### src/rtl/video_pkg.sv
// Shared video constants: default 800x600@60 timing (horizontal in 8-pixel units),
// counter width and the 6-bit RGB222 colour type.
package video_pkg;

  localparam int DEF_H_VISIBLE    = 100;
  localparam int DEF_H_FRONT      = 5;
  localparam int DEF_H_SYNC       = 16;
  localparam int DEF_H_BACK       = 11;
  localparam int DEF_V_VISIBLE    = 600;
  localparam int DEF_V_FRONT      = 1;
  localparam int DEF_V_SYNC       = 4;
  localparam int DEF_V_BACK       = 23;
  localparam int DEF_COUNTER_BITS = 11;

  typedef logic [5:0] colour_t;

  localparam colour_t COLOUR_BLACK = '0;

endpackage

### src/rtl/vga_axis_counter.sv
// One timing axis: a wrapping counter with visible / front porch / sync / back porch
// regions decoded combinationally from the current count.
module vga_axis_counter #(
  parameter int VISIBLE = 100,
  parameter int FRONT   = 5,
  parameter int SYNC    = 16,
  parameter int BACK    = 11,
  parameter int WIDTH   = 11
) (
  input  logic             clk_i,
  input  logic             rst_i,
  input  logic             clear_i,
  input  logic             cnt_en_i,
  output logic [WIDTH-1:0] count_o,
  output logic             wrap_o,
  output logic             sync_o,
  output logic             visible_o
);

  localparam int TOTAL = VISIBLE + FRONT + SYNC + BACK;
  localparam logic [WIDTH-1:0] LAST       = WIDTH'(TOTAL - 1);
  localparam logic [WIDTH-1:0] VIS_END    = WIDTH'(VISIBLE);
  localparam logic [WIDTH-1:0] SYNC_START = WIDTH'(VISIBLE + FRONT);
  localparam logic [WIDTH-1:0] SYNC_END   = WIDTH'(VISIBLE + FRONT + SYNC);

  logic [WIDTH-1:0] count_q, count_d;

  always_comb begin
    count_d = count_q;
    if (clear_i) begin
      count_d = '0;
    end else if (cnt_en_i) begin
      count_d = wrap_o ? '0 : count_q + WIDTH'(1);
    end
  end

  always_ff @(posedge clk_i) begin
    if (rst_i) begin
      count_q <= '0;
    end else begin
      count_q <= count_d;
    end
  end

  assign count_o   = count_q;
  assign wrap_o    = (count_q == LAST);
  assign sync_o    = (count_q >= SYNC_START) && (count_q < SYNC_END);
  assign visible_o = (count_q < VIS_END);

endmodule

### src/rtl/vga_timing_generator.sv
// VGA timing generator: horizontal and vertical axis counters plus one output register
// stage so syncs, colour, coordinates and pulses all carry the same single-cycle latency.
module vga_timing_generator
  import video_pkg::*;
#(
  parameter int H_VISIBLE    = DEF_H_VISIBLE,
  parameter int H_FRONT      = DEF_H_FRONT,
  parameter int H_SYNC       = DEF_H_SYNC,
  parameter int H_BACK       = DEF_H_BACK,
  parameter int V_VISIBLE    = DEF_V_VISIBLE,
  parameter int V_FRONT      = DEF_V_FRONT,
  parameter int V_SYNC       = DEF_V_SYNC,
  parameter int V_BACK       = DEF_V_BACK,
  parameter int COUNTER_BITS = DEF_COUNTER_BITS
) (
  input  logic                    wb_clk_i,
  input  logic                    wb_rst_i,
  input  logic                    enable,
  input  logic [5:0]              pixel_in,
  output logic [5:0]              vga_pixel,
  output logic                    vga_hsync,
  output logic                    vga_vsync,
  output logic [COUNTER_BITS-1:0] pixel_x,
  output logic [COUNTER_BITS-1:0] pixel_y,
  output logic                    visible,
  output logic                    line_start,
  output logic                    frame_start
);

  logic [COUNTER_BITS-1:0] h_count, v_count;
  logic h_wrap, h_sync, h_vis;
  logic v_wrap_unused, v_sync, v_vis;
  logic clear;

  // Dropping enable clears both counters, so re-enabling always starts at h=0, v=0.
  assign clear = ~enable;

  vga_axis_counter #(
    .VISIBLE(H_VISIBLE), .FRONT(H_FRONT), .SYNC(H_SYNC), .BACK(H_BACK), .WIDTH(COUNTER_BITS)
  ) u_h_axis (
    .clk_i    (wb_clk_i),
    .rst_i    (wb_rst_i),
    .clear_i  (clear),
    .cnt_en_i (1'b1),
    .count_o  (h_count),
    .wrap_o   (h_wrap),
    .sync_o   (h_sync),
    .visible_o(h_vis)
  );

  vga_axis_counter #(
    .VISIBLE(V_VISIBLE), .FRONT(V_FRONT), .SYNC(V_SYNC), .BACK(V_BACK), .WIDTH(COUNTER_BITS)
  ) u_v_axis (
    .clk_i    (wb_clk_i),
    .rst_i    (wb_rst_i),
    .clear_i  (clear),
    .cnt_en_i (h_wrap),
    .count_o  (v_count),
    .wrap_o   (v_wrap_unused),
    .sync_o   (v_sync),
    .visible_o(v_vis)
  );

  logic                    hsync_d, vsync_d, visible_d, line_start_d, frame_start_d;
  logic                    hsync_q, vsync_q, visible_q, line_start_q, frame_start_q;
  colour_t                 pixel_d, pixel_q;
  logic [COUNTER_BITS-1:0] x_d, y_d, x_q, y_q;

  always_comb begin
    hsync_d       = ~h_sync;
    vsync_d       = ~v_sync;
    visible_d     = h_vis & v_vis;
    pixel_d       = visible_d ? colour_t'(pixel_in) : COLOUR_BLACK;
    x_d           = h_count;
    y_d           = v_count;
    line_start_d  = (h_count == '0);
    frame_start_d = line_start_d && (v_count == '0);
  end

  always_ff @(posedge wb_clk_i) begin
    if (wb_rst_i || !enable) begin
      hsync_q       <= 1'b1;
      vsync_q       <= 1'b1;
      visible_q     <= 1'b0;
      pixel_q       <= COLOUR_BLACK;
      x_q           <= '0;
      y_q           <= '0;
      line_start_q  <= 1'b0;
      frame_start_q <= 1'b0;
    end else begin
      hsync_q       <= hsync_d;
      vsync_q       <= vsync_d;
      visible_q     <= visible_d;
      pixel_q       <= pixel_d;
      x_q           <= x_d;
      y_q           <= y_d;
      line_start_q  <= line_start_d;
      frame_start_q <= frame_start_d;
    end
  end

  assign vga_hsync   = hsync_q;
  assign vga_vsync   = vsync_q;
  assign visible     = visible_q;
  assign vga_pixel   = pixel_q;
  assign pixel_x     = x_q;
  assign pixel_y     = y_q;
  assign line_start  = line_start_q;
  assign frame_start = frame_start_q;

endmodule

### config.mk
export PLATFORM = sky130hd
export DESIGN_NAME = vga_timing_generator
export DESIGN_NICKNAME = d
export VERILOG_FILES = /design/src/rtl/video_pkg.sv /design/src/rtl/vga_axis_counter.sv /design/src/rtl/vga_timing_generator.sv
export SDC_FILE = /design/constraint.sdc
export NUM_CORES = 1
export LEC_CHECK = 0
export CORE_AREA = 2 2 89 74
export CTS_BUF_LIST = sky130_fd_sc_hd__clkbuf_16
export CTS_CLUSTER_SIZE = 40
export DETAILED_ROUTE_END_ITERATION = 16
export DIE_AREA = 0 0 91 76
export PLACE_DENSITY = 0.66
export SLEW_MARGIN = 20
export SYNTH_ARGS = -nofsm -noshare
export SYNTH_HDL_FRONTEND = slang
export SYNTH_SLANG_ARGS = --single-unit
### constraint.sdc
create_clock -name wb_clk_i -period 2.4 [get_ports wb_clk_i]
set_input_delay 0.48 -clock wb_clk_i [delete_from_list [all_inputs] [get_ports wb_clk_i]]
set_output_delay 0.48 -clock wb_clk_i [all_outputs]
set_load 0.05 [all_outputs]
==> metrics.csv, run 1 <==
metric,value,unit
synth_area_leaders,"dfxtp_1 53%, and2_1 7.2%, nor2_1 4.1%",
grt_pass1_vias,1534,
drtPass1Iterations,4,
drv_slew,0,
rsz0062_at_grt,no,
wl_per_cell,11.6,um
cts_buffer_depth,2,
power.internal,1.34,mW
synthToLayoutAreaGrowth,32.2,%
nets,279,
worst_ep_required_time,2.62,ns
dpl.hpwl,2.91,mm
grt_busiest_layer,met2,
routed_via_density,4.49,
clkPwrFrac,40.3,%
drive_above_1_share,8.30,%
p_leak,0.995,nW
synth.distinct_cells,35,
finish.utilization,45.3,%
hold_slack,0.498,ns
tns,0,ns
die_h,76,um
period_share,89.7,%
synthArstFlopShare,0,%
fp.dieW,91,um
port_buffers,41,
num_rows,26,
cp.arrival,2.38,ns
combPwrFrac,5.4,%
finalHoldViolations,0,
grt_pass1_wl,7.22,mm
slew_headroom,66.0,%
clock_latency,0.29,ns
core-area,6120,um^2
synthFlopType,dfxtp_1,
grtUsageTotal,13.0,%
io_pins,42,
cts_made_buffers,5,
final_cells,349,
gp_congestion,0.853,
yosysMostFrequentCell,dfxtp_1,
clock_skew,0.00357,ns
cts_resized,0,
synthTopCellsByCount,"55 x dfxtp_1, 24 x and2_1, 23 x nor2_1, 13 x nand2_1, 9 x xnor2_1",
power.switching,365,uW
route.detailed.drc,0,
ir_drop,321,uV
postRouteAntennaNets,0,
antenna_found_initial,0,
synth_area,2090,um^2
grt_util_met3,4.06,%
setup-violations-final,0,
cts_sinks,55,
grt_max_degree,18,
num_antenna_cells,0,
synth_top_cell_by_area,dfxtp_1,
cts_tree,done,
met1_usage,18.0,%
htreeDepth,2,
critPathCaptureType,flip-flop,
syn_nets,232,
power_density,616,nW/um^2
startpoint_type,flip-flop,
cts_hold_buf,0,
synth-seq-area-share,52.6,%
synthCells,217,
max_slew.worst_pin.slew,0.509,ns
drt_iter0_drc,95,
fmax,464,MHz
gr-usage-met2,18.3,%
p_seq_share,54.3,%
yosys.area.top_type_share,52.6,%
initial_core_util,34.2,%
die_area,6920,um^2
hold_class,reg -> reg,
fin_crit,2.15,ns
vias,1566,
cts_setup_buffers,0,
synth_edf_count,0,
cp_max_fo,11,
dp.cells,341,
synth.avg_cell_area,9.65,um^2
drv_cap,0,
cts-root-buf,clkbuf_16,
timing_worst_setup_path_type,reg -> reg,
overflow,0,
ys_ff_latch,55,
path_clk_slew,0.07,ns
ys.warnings.count,0,
status,"finished, final reports clean",
wl,4.05,mm
switching_share,21.4,%
[layout make-up]
type,instances,area (um^2)
Fill cell,619,3350
Sequential cell,55,1100
Multi-Input combinational cell,148,933
Timing Repair Buffer,49,470
Clock buffer,5,125
Tap cell,84,105
Inverter,5,18.8
Clock inverter,3,15.0
[power by group through the flow]
stage | logic, mW | clock network, mW | registers, mW
floorplan | 0.0218 | 0 | 0.973
global placement | 0.0923 | 0 | 0.946
detailed placement | 0.0924 | 0 | 0.946
CTS | 0.0927 | 0.705 | 0.925
global route | 0.0993 | 0.742 | 0.926
finish | 0.0918 | 0.687 | 0.925
[metrics by stage]
stage / worst slack, ns / area (um^2) / total power, mW
3_5_place_dp: 0.237 / 2630 / 1.04
2_1_floorplan: 0.274 / 2090 / 0.995
6_report: 0.247 / 2770 / 1.70
4_1_cts: 0.238 / 2770 / 1.72
3_3_place_gp: 0.206 / 2630 / 1.04
5_1_grt: 0.0925 / 2770 / 1.77
[worst max-delay path: stages (launching register included)]
cell and delay (ns):
dfxtp_1 0.35, or3_4 0.43, or4_4 0.63, or4_1 0.53, a21oi_1 0.15
[logic make-up (layout without fill, tap and decap cells)]
family                     count (synthesis)  count (layout)  synth area share, %
and+or+nand+nor                          110             110                 29.6
DFF                                       55              55                 52.6
AOI/OAI and AO/OA                         17              17                 4.84
buffers and inverters                     14              62                 2.87
xor gates and xnor gates                  11              11                 4.60
adders and majority gates                  6               6                 3.58
muxes                                      4               4                 1.91
[flip-flops by register name, indices dropped and copies added (netlist names)]
signal            cells
vga_vsync             1
pixel_x              11
frame_start           1
vga_hsync             1
u_h_axis.count_o     11
visible               1
vga_pixel             6
pixel_y              11
u_v_axis.count_o     11
line_start            1
[path summary, 6_finish.rpt]
check | to | depth (start not counted) | slack, ns | from
setup / recovery | u_v_axis.count_o[10]$_SDFFE_PP0N_ | 4 | 0.25 | u_h_axis.count_o[4]$_SDFF_PP0_
hold / removal | u_h_axis.count_o[0]$_SDFF_PP0_ | 1 | 0.50 | u_h_axis.count_o[0]$_SDFF_PP0_
setup reg to reg | u_v_axis.count_o[10]$_SDFFE_PP0N_ | 4 | 0.25 | u_h_axis.count_o[4]$_SDFF_PP0_
hold reg to reg | u_h_axis.count_o[0]$_SDFF_PP0_ | 1 | 0.50 | u_h_axis.count_o[0]$_SDFF_PP0_
[placed cells by master (no fill, tap or decap), drive strengths merged, types with 2 or more instances in the layout]
cell	count
a21oi	8
and2	24
buf	8
clkbuf	5
clkdlybuf4s50	41
clkinv	2
dfxtp	55
ha	6
inv	5
mux2i	4
nand2	13
nand2b	2
nand3	8
nand4	4
nor2	23
nor2b	2
nor3	6
nor4	7
o21ai	5
o31ai	2
or2	2
or3	7
or4	6
xnor2	9
xor2	2
[layer usage]
layer	routed length, um	part of all wire, %	up-vias
li1	-	-	837
met1	1970	49	675
met2	1640	41	43
met3	326	8.0	11
met4	113	2.8	0
met5	0	0	-
Note: power is estimated with default switching activity, not from simulation.
==> inputs of run 2 (changes only) <==
--- a/config.mk
+++ b/config.mk
@@ -10,7 +10,8 @@
 export CTS_CLUSTER_SIZE = 40
 export DETAILED_ROUTE_END_ITERATION = 16
 export DIE_AREA = 0 0 91 76
-export PLACE_DENSITY = 0.66
+export DONT_BUFFER_PORTS = 1
+export PLACE_DENSITY = 0.57
 export SLEW_MARGIN = 20
 export SYNTH_ARGS = -nofsm -noshare
 export SYNTH_HDL_FRONTEND = slang
==> run 2 against run 1 <==
Wire length grew 0.84%; non-clock buffer count shrank 43; count of clock-buffer cells in the layout is the same; register-to-register slack lost 0.02 ns; sequential share of layout area grew 7.4 points; power shrank 3.3%; critical path type unchanged; critical endpoint is now u_v_axis.count_o[9]$_SDFFE_PP0N_.
==> metrics.csv, run 2 (same netlist as run 1, synthesis figures left out) <==
metric,value,unit,change
hold_slack,0.313,ns,-0.185 ns
route.detailed.drc,0,,unchanged
drive_above_1_share,8.64,%,+0.33 points
startpoint_type,flip-flop,,
grt_pass1_vias,1368,,-11%
max_slew.worst_pin.slew,0.663,ns,+0.154 ns
cp_max_fo,7,,-4
antenna_found_initial,0,,unchanged
fmax,461,MHz,-0.75%
dpl.hpwl,2.88,mm,-0.96%
reg2reg_slack,0.23,ns,-0.02 ns
clock_latency,0.29,ns,about the same
fillerInstances,638,,+3.1%
die_area,6920,um^2,unchanged
postRouteAntennaNets,0,,unchanged
ir_drop,237,uV,-26%
htreeDepth,2,,unchanged
num_antenna_cells,0,,unchanged
ff_latch_area,1100,um^2,unchanged
cts-root-buf,clkbuf_16,,
setup-violations-final,0,,unchanged
fin_crit,2.17,ns,+0.0162 ns
tns,0,ns,unchanged
power_density,707,nW/um^2,+15%
initial_core_util,34.2,%,unchanged
timing_worst_setup_path_type,reg -> reg,,
critPathCaptureType,flip-flop,,
slew_headroom,55.7,%,-10 points
drv_cap,0,,unchanged
grt_max_degree,17,,-1
cts_setup_buffers,0,,unchanged
cts_hold_buf,0,,unchanged
cts_resized,0,,unchanged
period_share,90.4,%,+0.68 points
cts_sinks,55,,unchanged
fp.dieW,91,um,unchanged
nets,236,,-15%
final_common_cell,dfxtp_1,,
drv_slew,0,,unchanged
final_cell_mix,"55 x dfxtp_1, 24 x and2_1, 23 x nor2_1, 13 x nand2_1, 9 x xnor2_1",,
drt_iter0_drc,123,,+29%
hold_class,in -> reg,,
p_leak,0.840,nW,-16%
cts_made_buffers,5,,unchanged
wl_per_cell,13.4,um,+16%
worst_path_largest_cell_delay,0.60,ns,-0.03 ns
cpMaxStageDelayCell,or4b_2,,
routed_via_density,4.84,,+7.8%
io_pins,42,,unchanged
die_h,76,um,unchanged
gp_congestion,0.805,,-5.6%
worstPathCellList,"or4b_2, or4_1, or3_1, a21oi_1",,
cp_top_family,simple AND/OR/NAND/NOR gates,,
vias,1471,,-6.1%
overflow,0,,unchanged
synthToLayoutAreaGrowth,11.4,%,
cp.arrival,2.39,ns,about the same
grt_pass1_wl,6.91,mm,-4.3%
path_buf_inv,0,,unchanged
finalHoldViolations,0,,unchanged
clock_skew,0.00577,ns,+0.00220 ns
cts_buffer_depth,2,,unchanged
path_clk_slew,0.06,ns,about the same
drtPass1Iterations,4,,unchanged
rsz0062_at_grt,no,,
worst_ep_required_time,2.62,ns,about the same
num_rows,26,,unchanged
core-area,6120,um^2,unchanged
grtUsageTotal,12.5,%,-0.46 points
wl,4.08,mm,+0.84%
multi_input_area,933,um^2,unchanged
port_buffers,0,,-100%
status,"finished, final reports clean",,
cts_tree,done,,
[run 2: changes by cell type in the layout (fill, tap and decap cells not counted), sizes merged]
cell	change
clkinv	-2
clkinvlp	-1
clkdlybuf4s50	-41
inv	+1
buf	-2
[run 2: stage by stage]
step | power, mW | setup slack [ns] | instances | cell area (um^2) | util (%)
after detailed placement | 1.01 | 0.253 | 298 | 2200 | 36.0
after global routing | 1.73 | 0.133 | 304 | 2330 | 38.1
after global placement | 1.01 | 0.276 | 298 | 2200 | 36.0
after CTS | 1.68 | 0.237 | 304 | 2330 | 38.1
after floorplan | 0.995 | 0.274 | 217 | 2090 | -
final | 1.65 | 0.230 | 304 | 2330 | 38.1
[run 2: final timing paths]
| path | from | endpoint | depth (start not counted) |
|---|---|---|---|
| hold / removal | pixel_in[2] | vga_pixel[2]$_SDFF_PP0_ | 1 |
| setup reg to reg | u_v_axis.count_o[1]$_SDFFE_PP0N_ | u_v_axis.count_o[9]$_SDFFE_PP0N_ | 4 |
| setup / recovery | u_v_axis.count_o[1]$_SDFFE_PP0N_ | u_v_axis.count_o[9]$_SDFFE_PP0N_ | 4 |
| hold reg to reg | u_v_axis.count_o[10]$_SDFFE_PP0N_ | u_v_axis.count_o[10]$_SDFFE_PP0N_ | 2 |
[run 2: layout make-up]
cell class | instances | area share, %
inverters | 5 | 0.805
flip-flops and latches | 55 | 47.2
well taps | 84 | 4.51
clock buffers | 5 | 5.36
repair buffers | 6 | 1.93
clock inverters | 1 | 0.161
multi-input cells | 148 | 40.0
[run 2: metal layers]
layer	track usage [%]	wire, um	share of wire (%)
met4	5.76	83	2.0
met2	17.1	1650	40
met1	18.0	2120	52
met3	3.76	232	5.7
met5	0	0	0
[run 2: worst register-to-register path, cell delays in order (launching register included)]
cell and delay, ns:
dfxtp_1 0.43, or4b_2 0.60, or4_1 0.53, or3_1 0.39
a21oi_1 0.15
[run 2: power by group]
group	internal [mW]	switching, mW
sequential	0.922	0.0320
clock	0.371	0.287
combinational	0.0141	0.0228
==> inputs of run 3 (changes only) <==
--- a/config.mk
+++ b/config.mk
@@ -5,13 +5,14 @@
 export SDC_FILE = /design/constraint.sdc
 export NUM_CORES = 1
 export LEC_CHECK = 0
+export ABC_CLOCK_PERIOD_IN_PS = 1900
 export CORE_AREA = 2 2 89 74
 export CTS_BUF_LIST = sky130_fd_sc_hd__clkbuf_16
 export CTS_CLUSTER_SIZE = 40
 export DETAILED_ROUTE_END_ITERATION = 16
 export DIE_AREA = 0 0 91 76
 export DONT_BUFFER_PORTS = 1
-export PLACE_DENSITY = 0.57
+export PLACE_DENSITY = 0.59
 export SLEW_MARGIN = 20
 export SYNTH_ARGS = -nofsm -noshare
 export SYNTH_HDL_FRONTEND = slang
==> constraint.sdc (replaced) <==
create_clock -name wb_clk_i -period 1.9 [get_ports wb_clk_i]
set_input_delay 0.38 -clock wb_clk_i [delete_from_list [all_inputs] [get_ports wb_clk_i]]
set_output_delay 0.38 -clock wb_clk_i [all_outputs]
set_load 0.05 [all_outputs]
==> run 3 against run 2 <==
The flow now finishes with violations (negative setup slack); critical path depth up 1; die area unchanged; non-clock buffer count up 29; combinational power up 51%; power up 30%; clock skew up 0.0018 ns; sequential cell count unchanged; wire length up 13%; sequential power up 26%; critical path type unchanged; largest power group unchanged; highest routed layer unchanged.
==> metrics.csv, run 3 (same netlist as run 1, synthesis figures left out) <==
metric,value,unit,change
dpl.hpwl,3.35,mm,+16%
finalHoldViolations,0,,unchanged
setup-violations-final,5,,+5
critPathCaptureType,flip-flop,,
tns,-0.203,ns,-0.203 ns
rsz0062_at_grt,yes,,
timing_worst_setup_path_type,reg -> reg,,
num_antenna_cells,0,,unchanged
cts_tree,done,,
cts-root-buf,clkbuf_16,,
grt_pass1_wl,7.33,mm,+6.0%
critPathCapture,u_v_axis.count_o[5]$_SDFFE_PP0N_,,
drive_above_1_share,26.7,%,+18 points
regToRegStartpoint,u_h_axis.count_o[2]$_SDFF_PP0_,,
clock_latency,0.29,ns,about the same
nets,265,,+12%
die_h,76,um,unchanged
drv_cap,0,,unchanged
gp_congestion,0.810,,+0.61%
grt_max_degree,25,,+8
port_buffers,0,,unchanged
cts_buffer_depth,2,,unchanged
cts_sinks,55,,unchanged
die_area,6920,um^2,unchanged
finalWorstSetupSlack,-0.0578,ns,-0.288 ns
antenna_found_initial,0,,unchanged
grtUsageTotal,13.6,%,+1.0 points
fp.dieW,91,um,unchanged
startpoint,u_h_axis.count_o[2]$_SDFF_PP0_,,
cp.arrival,2.19,ns,-0.20 ns
drtPass1Iterations,4,,unchanged
synthToLayoutAreaGrowth,26.2,%,
gr-usage-met2,18.8,%,+1.7 points
overflow,0,,unchanged
fillerInstances,613,,-3.9%
reg2reg_depth,5,,+1
cp_max_fo,4,,-3
initial_core_util,34.2,%,unchanged
htreeDepth,2,,unchanged
place_ws,-0.122,ns,-0.375 ns
reg2reg_slack,-0.06,ns,-0.29 ns
num_rows,26,,unchanged
max_slew.worst_pin.slew,0.501,ns,-0.162 ns
drv_slew,0,,unchanged
wl,4.62,mm,+13%
met1_usage,19.8,%,+1.7 points
fin_crit,1.96,ns,-0.212 ns
ir_drop,376,uV,+59%
cts_made_buffers,5,,unchanged
multi_input_area,988,um^2,+5.9%
wl_per_cell,13.8,um,+2.6%
fmax,511,MHz,+11%
period_share,103,%,+13 points
drt_iter0_drc,94,,-24%
slew_headroom,66.3,%,+11 points
worst_ep_required_time,2.13,ns,-0.49 ns
io_pins,42,,unchanged
core-area,6120,um^2,unchanged
grt_busiest_layer,met1,,
cts_hold_buf,0,,unchanged
final_cell_mix,"48 x dfxtp_1, 31 x buf_4, 24 x and2_1, 23 x nor2_1, 12 x nand2_1",,
grt_util_met3,3.56,%,-0.20 points
routed_via_density,4.78,,-1.2%
p_leak,1.01,nW,+20%
finish.utilization,43.2,%,+5.1 points
ff_latch_area,1110,um^2,+1.0%
power_density,813,nW/um^2,+15%
r2r_end,u_v_axis.count_o[5]$_SDFFE_PP0N_,,
path_clk_slew,0.07,ns,about the same
route.detailed.drc,0,,unchanged
startpoint_type,flip-flop,,
postRouteAntennaNets,0,,unchanged
clock_skew,0.00759,ns,+0.00182 ns
status,"complete, but fails checks",,
final_common_cell,dfxtp_1,,
hold_class,in -> reg,,
vias,1601,,+8.8%
grt_pass1_vias,1483,,+8.4%
violations,negative setup slack,,
[run 3: changes by cell type in the layout (fill, tap and decap cells not counted), sizes merged]
cell    previous run  this run
inv                6         5
clkinv             0         3
buf                6        35
[run 3: worst max-delay path: stages (launching register included)]
cell,delay [ns]
dfxtp_2,0.32
or3_4,0.40
buf_6,0.13
or4_4,0.55
or3_1,0.36
a21oi_1,0.14
[run 3: timing repair]
| action | 4_1_cts | 5_1_grt |
|---|---|---|
| endpoints found under the setup margin | 10 | 17 |
| buffers inserted | 1 | 1 |
| gates resized for setup | 6 | 6 |
| pin swaps | 5 | 4 |
[run 3: layout make-up]
type / count / area share, %
Sequential cell: 55 / 42.1
Multi-Input combinational cell: 148 / 37.4
Timing Repair Buffer: 35 / 10.5
Clock buffer: 5 / 4.73
Tap cell: 84 / 3.98
Inverter: 5 / 0.710
Clock inverter: 3 / 0.568
[run 3: metal layers]
layer	part of all wire (%)	vias to the layer above
met5	0	-
met4	1.6	0
met3	6.9	6
met2	41	68
met1	50	720
li1	-	807
[run 3: where the power goes]
group | internal, mW | total [mW] | switching [mW]
Clock | 0.482 | 0.889 | 0.408
Combinational | 0.0233 | 0.0559 | 0.0326
Sequential | 1.16 | 1.20 | 0.0398
Total | 1.67 | 2.15 | 0.480
[run 3: how the worst min path moves through the flow]
| stage | startpoint | to | slack, ns | cells after the start |
|---|---|---|---|---|
| finish | pixel_in[3] | vga_pixel[3]$_SDFF_PP0_ | 0.20 | 1 |
| global route | pixel_in[5] | vga_pixel[5]$_SDFF_PP0_ | 0.20 | 1 |
| floorplan | u_h_axis.count_o[0]$_SDFF_PP0_ | u_h_axis.count_o[0]$_SDFF_PP0_ | 0.44 | 1 |
| CTS | pixel_in[3] | vga_pixel[3]$_SDFF_PP0_ | 0.19 | 1 |
| global placement | u_h_axis.count_o[10]$_SDFF_PP0_ | pixel_x[10]$_SDFF_PP0_ | 0.47 | 1 |
| detailed placement | u_h_axis.count_o[10]$_SDFF_PP0_ | pixel_x[10]$_SDFF_PP0_ | 0.48 | 1 |
[run 3: metrics by stage]
| step | hold WS (ns) | cell area, um^2 | std cells | power (mW) |
|---|---|---|---|---|
| 2_1_floorplan | 0.441 | 2140 | 217 | 1.26 |
| 3_3_place_gp | 0.474 | 2440 | 325 | 1.28 |
| 3_5_place_dp | 0.479 | 2440 | 325 | 1.28 |
| 4_1_cts | 0.195 | 2610 | 334 | 2.18 |
| 5_1_grt | 0.196 | 2640 | 335 | 2.23 |
| 6_report | 0.204 | 2640 | 335 | 2.15 |
